### src/rtl/osu_clkdiv_ctrl.sv
`default_nettype none
//============================================================================
// Module   : osu_clkdiv_ctrl
// Purpose  : Programmable glitch-free clock divider/gate. It produces the
//            root divided clock for the local clock-tree buffer. The output
//            is a registered clock with 50% duty cycle and a period of
//            2*(D+1) CLK cycles. Start and stop are clean, so the output has
//            no runt high or low phases.
//            A divisor change is requested with DIV/DIV_LOAD. The new value
//            is applied only at the start of a high phase, or while idle,
//            and DIV_ACK then pulses for one cycle.
// Ports    : CLK      - source clock, rising edge
//            RST      - synchronous active-high reset
//            EN       - run request (level)
//            DIV      - new divisor, sampled when DIV_LOAD=1
//            DIV_LOAD - one-cycle load request
//            DIV_ACK  - one-cycle pulse when a loaded divisor becomes active
//            CLKOUT   - registered divided clock
//            RUNNING  - high in RUN and DRAIN
//            PERIODS  - (CLKDIV_PERIOD_CNT_EN only) saturating count of
//                       CLKOUT rising transitions since start
// Macro    : CLKDIV_PERIOD_CNT_EN enables the PERIODS output and its counter.
// Revision : 1.0 - initial release
//============================================================================
module osu_clkdiv_ctrl #(
    parameter int WIDTH     = 8,
    parameter int RESET_DIV = 1
) (
    input  logic             CLK,
    input  logic             RST,
    input  logic             EN,
    input  logic [WIDTH-1:0] DIV,
    input  logic             DIV_LOAD,
    output logic             DIV_ACK,
    output logic             CLKOUT,
    output logic             RUNNING
`ifdef CLKDIV_PERIOD_CNT_EN
    ,
    output logic [15:0]      PERIODS
`endif
);

    localparam logic [WIDTH-1:0] c_reset_div = RESET_DIV[WIDTH-1:0];

    typedef enum logic [1:0] {
        S_IDLE  = 2'd0,
        S_RUN   = 2'd1,
        S_DRAIN = 2'd2
    } state_t;

    state_t           r_state;
    logic [WIDTH-1:0] r_cnt;
    logic [WIDTH-1:0] r_d_act;
    logic [WIDTH-1:0] r_d_pend;
    logic             r_pend;
    logic             r_clkout;
    logic             r_ack;

    logic w_active;
    logic w_wrap;
    logic w_rise;
    logic w_apply;
    logic w_stop;

    assign w_active = (r_state == S_RUN) || (r_state == S_DRAIN);
    assign w_wrap   = w_active && (r_cnt == r_d_act);
    // End of a full low phase: a new high phase would begin here.
    assign w_rise   = w_wrap && !r_clkout;
    // Divisor may only change where no phase is partially elapsed.
    assign w_apply  = (r_state == S_IDLE) || w_rise;
    // A stop only completes after a full low phase, so the last low phase
    // is never truncated.
    assign w_stop   = (r_state == S_DRAIN) && !EN && w_rise;

    always_ff @(posedge CLK) begin
        if (RST) begin
            r_state  <= S_IDLE;
            r_cnt    <= '0;
            r_d_act  <= c_reset_div;
            r_d_pend <= '0;
            r_pend   <= 1'b0;
            r_clkout <= 1'b0;
            r_ack    <= 1'b0;
        end else begin
            // Divisor handshake. A load that coincides with an apply point
            // bypasses the pending register.
            r_ack <= 1'b0;
            if (w_apply) begin
                if (DIV_LOAD) begin
                    r_d_act <= DIV;
                    r_pend  <= 1'b0;
                    r_ack   <= 1'b1;
                end else if (r_pend) begin
                    r_d_act <= r_d_pend;
                    r_pend  <= 1'b0;
                    r_ack   <= 1'b1;
                end
            end else if (DIV_LOAD) begin
                r_d_pend <= DIV;
                r_pend   <= 1'b1;
            end

            // Phase generation
            case (r_state)
                S_IDLE: begin
                    r_cnt <= '0;
                    if (EN) begin
                        r_state  <= S_RUN;
                        r_clkout <= 1'b1;
                    end else begin
                        r_clkout <= 1'b0;
                    end
                end
                default: begin
                    // RUN and DRAIN share the waveform; only EN selects
                    // which one follows, so re-enabling in DRAIN is seamless.
                    r_state <= EN ? S_RUN : S_DRAIN;
                    if (w_stop) begin
                        r_state  <= S_IDLE;
                        r_clkout <= 1'b0;
                        r_cnt    <= '0;
                    end else if (w_wrap) begin
                        r_clkout <= ~r_clkout;
                        r_cnt    <= '0;
                    end else begin
                        r_cnt <= r_cnt + 1'b1;
                    end
                end
            endcase
        end
    end

`ifdef CLKDIV_PERIOD_CNT_EN
    logic [15:0] r_periods;

    always_ff @(posedge CLK) begin
        if (RST) begin
            r_periods <= '0;
        end else if ((r_state == S_IDLE) && EN) begin
            r_periods <= '0;
        end else if (w_rise && !w_stop && (r_periods != 16'hFFFF)) begin
            r_periods <= r_periods + 16'd1;
        end
    end

    assign PERIODS = r_periods;
`endif

    assign CLKOUT  = r_clkout;
    assign DIV_ACK = r_ack;
    assign RUNNING = w_active;

endmodule
`default_nettype wire
### config.mk
export PLATFORM = sky130hd
export DESIGN_NAME = osu_clkdiv_ctrl
export DESIGN_NICKNAME = d
export VERILOG_FILES = /design/src/rtl/osu_clkdiv_ctrl.sv
export SDC_FILE = /design/constraint.sdc
export NUM_CORES = 1
export LEC_CHECK = 0
export CORE_ASPECT_RATIO = 0.7
export CORE_MARGIN = 5
export CORE_UTILIZATION = 55
export CTS_CLUSTER_DIAMETER = 30
export CTS_CLUSTER_SIZE = 28
export DETAILED_ROUTE_END_ITERATION = 10
export GPL_ROUTABILITY_DRIVEN = 0
export PLACE_DENSITY = 0.82
export SYNTH_ARGS = -nofsm -noshare
export SYNTH_HDL_FRONTEND = slang
export SYNTH_SLANG_ARGS = --single-unit
### constraint.sdc
create_clock -name CLK -period 2.1 [get_ports CLK]
set_input_delay 0.525 -clock CLK [delete_from_list [all_inputs] [get_ports CLK]]
set_output_delay 0.525 -clock CLK [all_outputs]
set_load 0.01 [all_outputs]
==> results of run 1 <==
[through the flow]
step	utilization, %	area [um^2]	power (mW)
after floorplan	-	1430	0.755
after global placement	64.2	1590	0.810
after detailed placement	64.2	1590	0.819
after CTS	67.5	1670	1.24
after global routing	67.5	1670	1.29
final	67.5	1670	1.23
[cell families (layout without fill, tap and decap cells)]
kind of cell	Yosys count	after routing	synth area share (%)
buffers and inverters	18	36	5.96
DFF	29	29	40.7
adders and majority gates	3	3	2.63
xor gates and xnor gates	14	14	8.60
and+or+nand+nor	55	55	22.6
AOI/OAI and AO/OA	22	22	13.1
muxes	9	9	6.40
[cells in the mapped netlist (2+ instances only)]
cell                       instances  area, um^2
sky130_fd_sc_hd__nand3_1           4        20.0
sky130_fd_sc_hd__a311oi_1          7        61.3
sky130_fd_sc_hd__dfxtp_1          29         581
sky130_fd_sc_hd__nor2_1           17        63.8
sky130_fd_sc_hd__mux2i_1           8        80.1
sky130_fd_sc_hd__nor2b_1           7        43.8
sky130_fd_sc_hd__clkbuf_1          4        15.0
sky130_fd_sc_hd__a221oi_1          6        52.6
sky130_fd_sc_hd__nand2b_1         16         100
sky130_fd_sc_hd__ha_1              3        37.5
sky130_fd_sc_hd__and3_2            2        15.0
sky130_fd_sc_hd__xor2_1            9        78.8
sky130_fd_sc_hd__xnor2_1           5        43.8
sky130_fd_sc_hd__buf_6             2        22.5
sky130_fd_sc_hd__buf_2             2        10.0
sky130_fd_sc_hd__inv_1            10        37.5
[flip-flops by register name, indices dropped and copies added, names as in the netlist]
name      flops
r_cnt         8
DIV_ACK       1
r_pend        1
r_d_pend      8
r_d_act       8
r_state       2
CLKOUT        1
[layout make-up]
class	count	area, um^2
Tap cell	34	42.5
Multi-Input combinational cell	103	761
Inverter	10	37.5
Clock buffer	8	80.1
Timing Repair Buffer	18	170
Sequential cell	29	581
Fill cell	212	806
[per-layer routing]
layer | vias to the layer above | routed length (um) | GRT usage, %
li1 | 554 | - | -
met1 | 517 | 1250 | 19.2
met2 | 20 | 1330 | 29.1
met3 | 5 | 119 | 4.98
met4 | 0 | 42 | 9.06
met5 | - | 0 | 0
[worst reg2reg max path: stages (launching register included)]
cell and delay [ns]:
sky130_fd_sc_hd__dfxtp_1 0.34, sky130_fd_sc_hd__inv_1 0.06, sky130_fd_sc_hd__ha_1 0.30, sky130_fd_sc_hd__and4_4 0.23, sky130_fd_sc_hd__nand4_2 0.33, sky130_fd_sc_hd__a221oi_1 0.42
sky130_fd_sc_hd__a311oi_1 0.10
[power by group]
group	switching (mW)	leakage, nW	internal (mW)
clock network	0.184	0.0395	0.234
logic	0.0980	0.359	0.102
registers	0.0233	0.237	0.586
total	0.305	0.636	0.922
[worst max path at each step]
stage | from | endpoint | slack [ns]
after floorplan | r_state[0]$_SDFFE_PP0P_ | r_d_act[7]$_SDFFE_PP0P_ | 0.43
after global placement | DIV_LOAD | r_d_act[4]$_SDFFE_PP0P_ | -0.006
after detailed placement | DIV_LOAD | r_d_act[4]$_SDFFE_PP0P_ | -0.08
after CTS | r_state[1]$_SDFFE_PP0P_ | RUNNING | 0.04
after global routing | r_state[0]$_SDFFE_PP0P_ | RUNNING | 0.008
final | r_state[1]$_SDFFE_PP0P_ | RUNNING | 0.06
==> key figures, run 1 <==
Routing
  – Vias/cell: 5.43
  – Post-route ant nets: 0
  – Total via count after detailed routing: 1,096
  – Total wire length after detailed routing: 2.74 mm
  – Number of remaining DRC errors: 0
  – Post-DR wirelength/cell: 13.6 um
  – Count of TritonRoute iterations in the first routing pass: 4
  – Violation count after the first detailed-routing iteration: 61

Floorplan
  – Starting density of the core: 57.6%
  – Floorplan row count: 15
  – Die outline height: 52.6 um
  – Core area: 0.00248 mm^2
  – Count of pins on the block boundary: 15
  – Width of the die: 70.9 um
  – Area of the die: 0.00373 mm^2

Setup path
  – Arr. time, crit path: 1.52 ns
  – Logic depth of the worst setup path including buffers: 3
  – Endpoint class of the critical path: output port
  – Cells traversed along the worst timing path: inv_1 -> ha_1 -> clkdlybuf4s50_1
  – Setup slack, reg-to-reg: 0.18 ns
  – Worst setup path class: register to output port
  – Crit path buffers/inverters: 2
  – Slowest cell delay on critical path: 0.54 ns
  – Highest-delay cell along the critical path: sky130_fd_sc_hd__clkdlybuf4s50_1
  – Crit-path leading delay family: buffers and inverters
  – R2R Path End: r_d_act[5]$_SDFFE_PP0P_
  – Data required time of the worst path: 1.57 ns
  – Reg2reg start: r_state[1]$_SDFFE_PP0P_
  – Startpoint kind of the worst setup timing path: register
  – Crit-path max FO: 2
  – Register-to-Register Path Depth: 6

Synthesis
  – EDFF count, synth: 0
  – Combined area of all synthesized cells: 0.00143 mm^2
  – Post-synthesis register bit count: 29
  – Fraction of registers with async set/reset: 0%
  – Predominant post-synthesis flop cell: sky130_fd_sc_hd__dfxtp_1
  – Sequential-to-total area share from yosys stat: 40.7%
  – Syn Inst Count: 150
  – Yosys synthesis warning count: 0
  – Number of unique standard cell types used by synthesis: 35
  – Syn_area_per_cell: 9.51 um^2
  – Number of nets in the synthesized netlist: 165

STA
  – Final Skew: 0.00628 ns
  – Number of endpoints failing setup at the final stage: 0
  – Achievable Freq: 490 MHz
  – Sum of negative setup slack: 0 ns
  – Final max-slew violation count: 0
  – Rel. slew slack: 69.8%
  – Fraction of the cycle the final worst path needs: 97.2%
  – Transition at the pin with the smallest max-transition slack: 0.452 ns
  – WHS: 0.475 ns
  – Unrepaired setup endpoints after global routing: false
  – Final critical-path required period: 2.04 ns
  – Worst path setup slack after routing: 0.0585 ns
  – Hold violation count in the final report: 0

Global routing
  – Number of antenna violations at the first check in global routing: 0
  – Total global routing track utilization: 16.9%
  – Pin count of the biggest net entering global routing: 28
  – GRT Residual Overflow: 0
  – Number of global-route vias before repair: 1,146
  – Wire length of the first global-routing pass: 4.84 mm

Clocking
  – CTS Buf Count: 5
  – Number of hold-repair buffers added at the cts stage: 0
  – Clock slew at the register clock pins of the worst setup and hold paths: 0.06 ns
  – Max clock buf depth: 2
  – Number of clock sinks: 29
  – Post_cts resized: 0
  – Clock latency at the later pin of the worst-skew pair: 0.27 ns
  – Post-CTS Setup Bufs: 0
  – CTS tree: built
  – Buffer cell driving the clock tree root: sky130_fd_sc_hd__clkbuf_8
  – # H-tree levels: 2

Min path
  – Worst hold path type: register to register
  – Worst min-delay path endpoint: r_d_pend[3]$_SDFFE_PP0P_
  – Launch instance of the worst min-delay path: r_d_pend[3]$_SDFFE_PP0P_
  – Hold Path Depth: 2

Place
  – Count of placed standard cells including taps: 194
  – I/O Buffers: 14
  – Minimum setup slack after placement: -0.0801 ns
  – HPWL after DPL: 2.04 mm

Pwr
  – Peak supply drop: 0.436 mV
  – Leak Pwr: 0.636 nW
  – Power per cell area: 734 mW/mm^2

Cells and area
  – Most common cell after layout, fill and taps aside: sky130_fd_sc_hd__dfxtp_1
  – Most used cells in the layout excluding fill and tap cells: sky130_fd_sc_hd__dfxtp_1, sky130_fd_sc_hd__nor2_1, sky130_fd_sc_hd__nand2b_1
  – Area Growth Syn to Fin: 17.2%
  – Antenna cells: 0
  – Fraction of final layout cells sized beyond drive strength 1: 10.1%
  – Number of cells in the finished layout apart from fillers: 202
  – NumNets Final: 182

Outcome
  – Result of the run: finished, final reports clean

Flow run
  – Maximum Capacitance Violations: 0
Power figures use the tool's default switching activity.
==> run 2, diff against run 1 <==
--- a/config.mk
+++ b/config.mk
@@ -5,6 +5,7 @@
 export SDC_FILE = /design/constraint.sdc
 export NUM_CORES = 1
 export LEC_CHECK = 0
+export CAP_MARGIN = 20
 export CORE_ASPECT_RATIO = 0.7
 export CORE_MARGIN = 5
 export CORE_UTILIZATION = 55
==> results of run 2 <==
The final DEF is identical to that of run 1; final timing and power are the same.
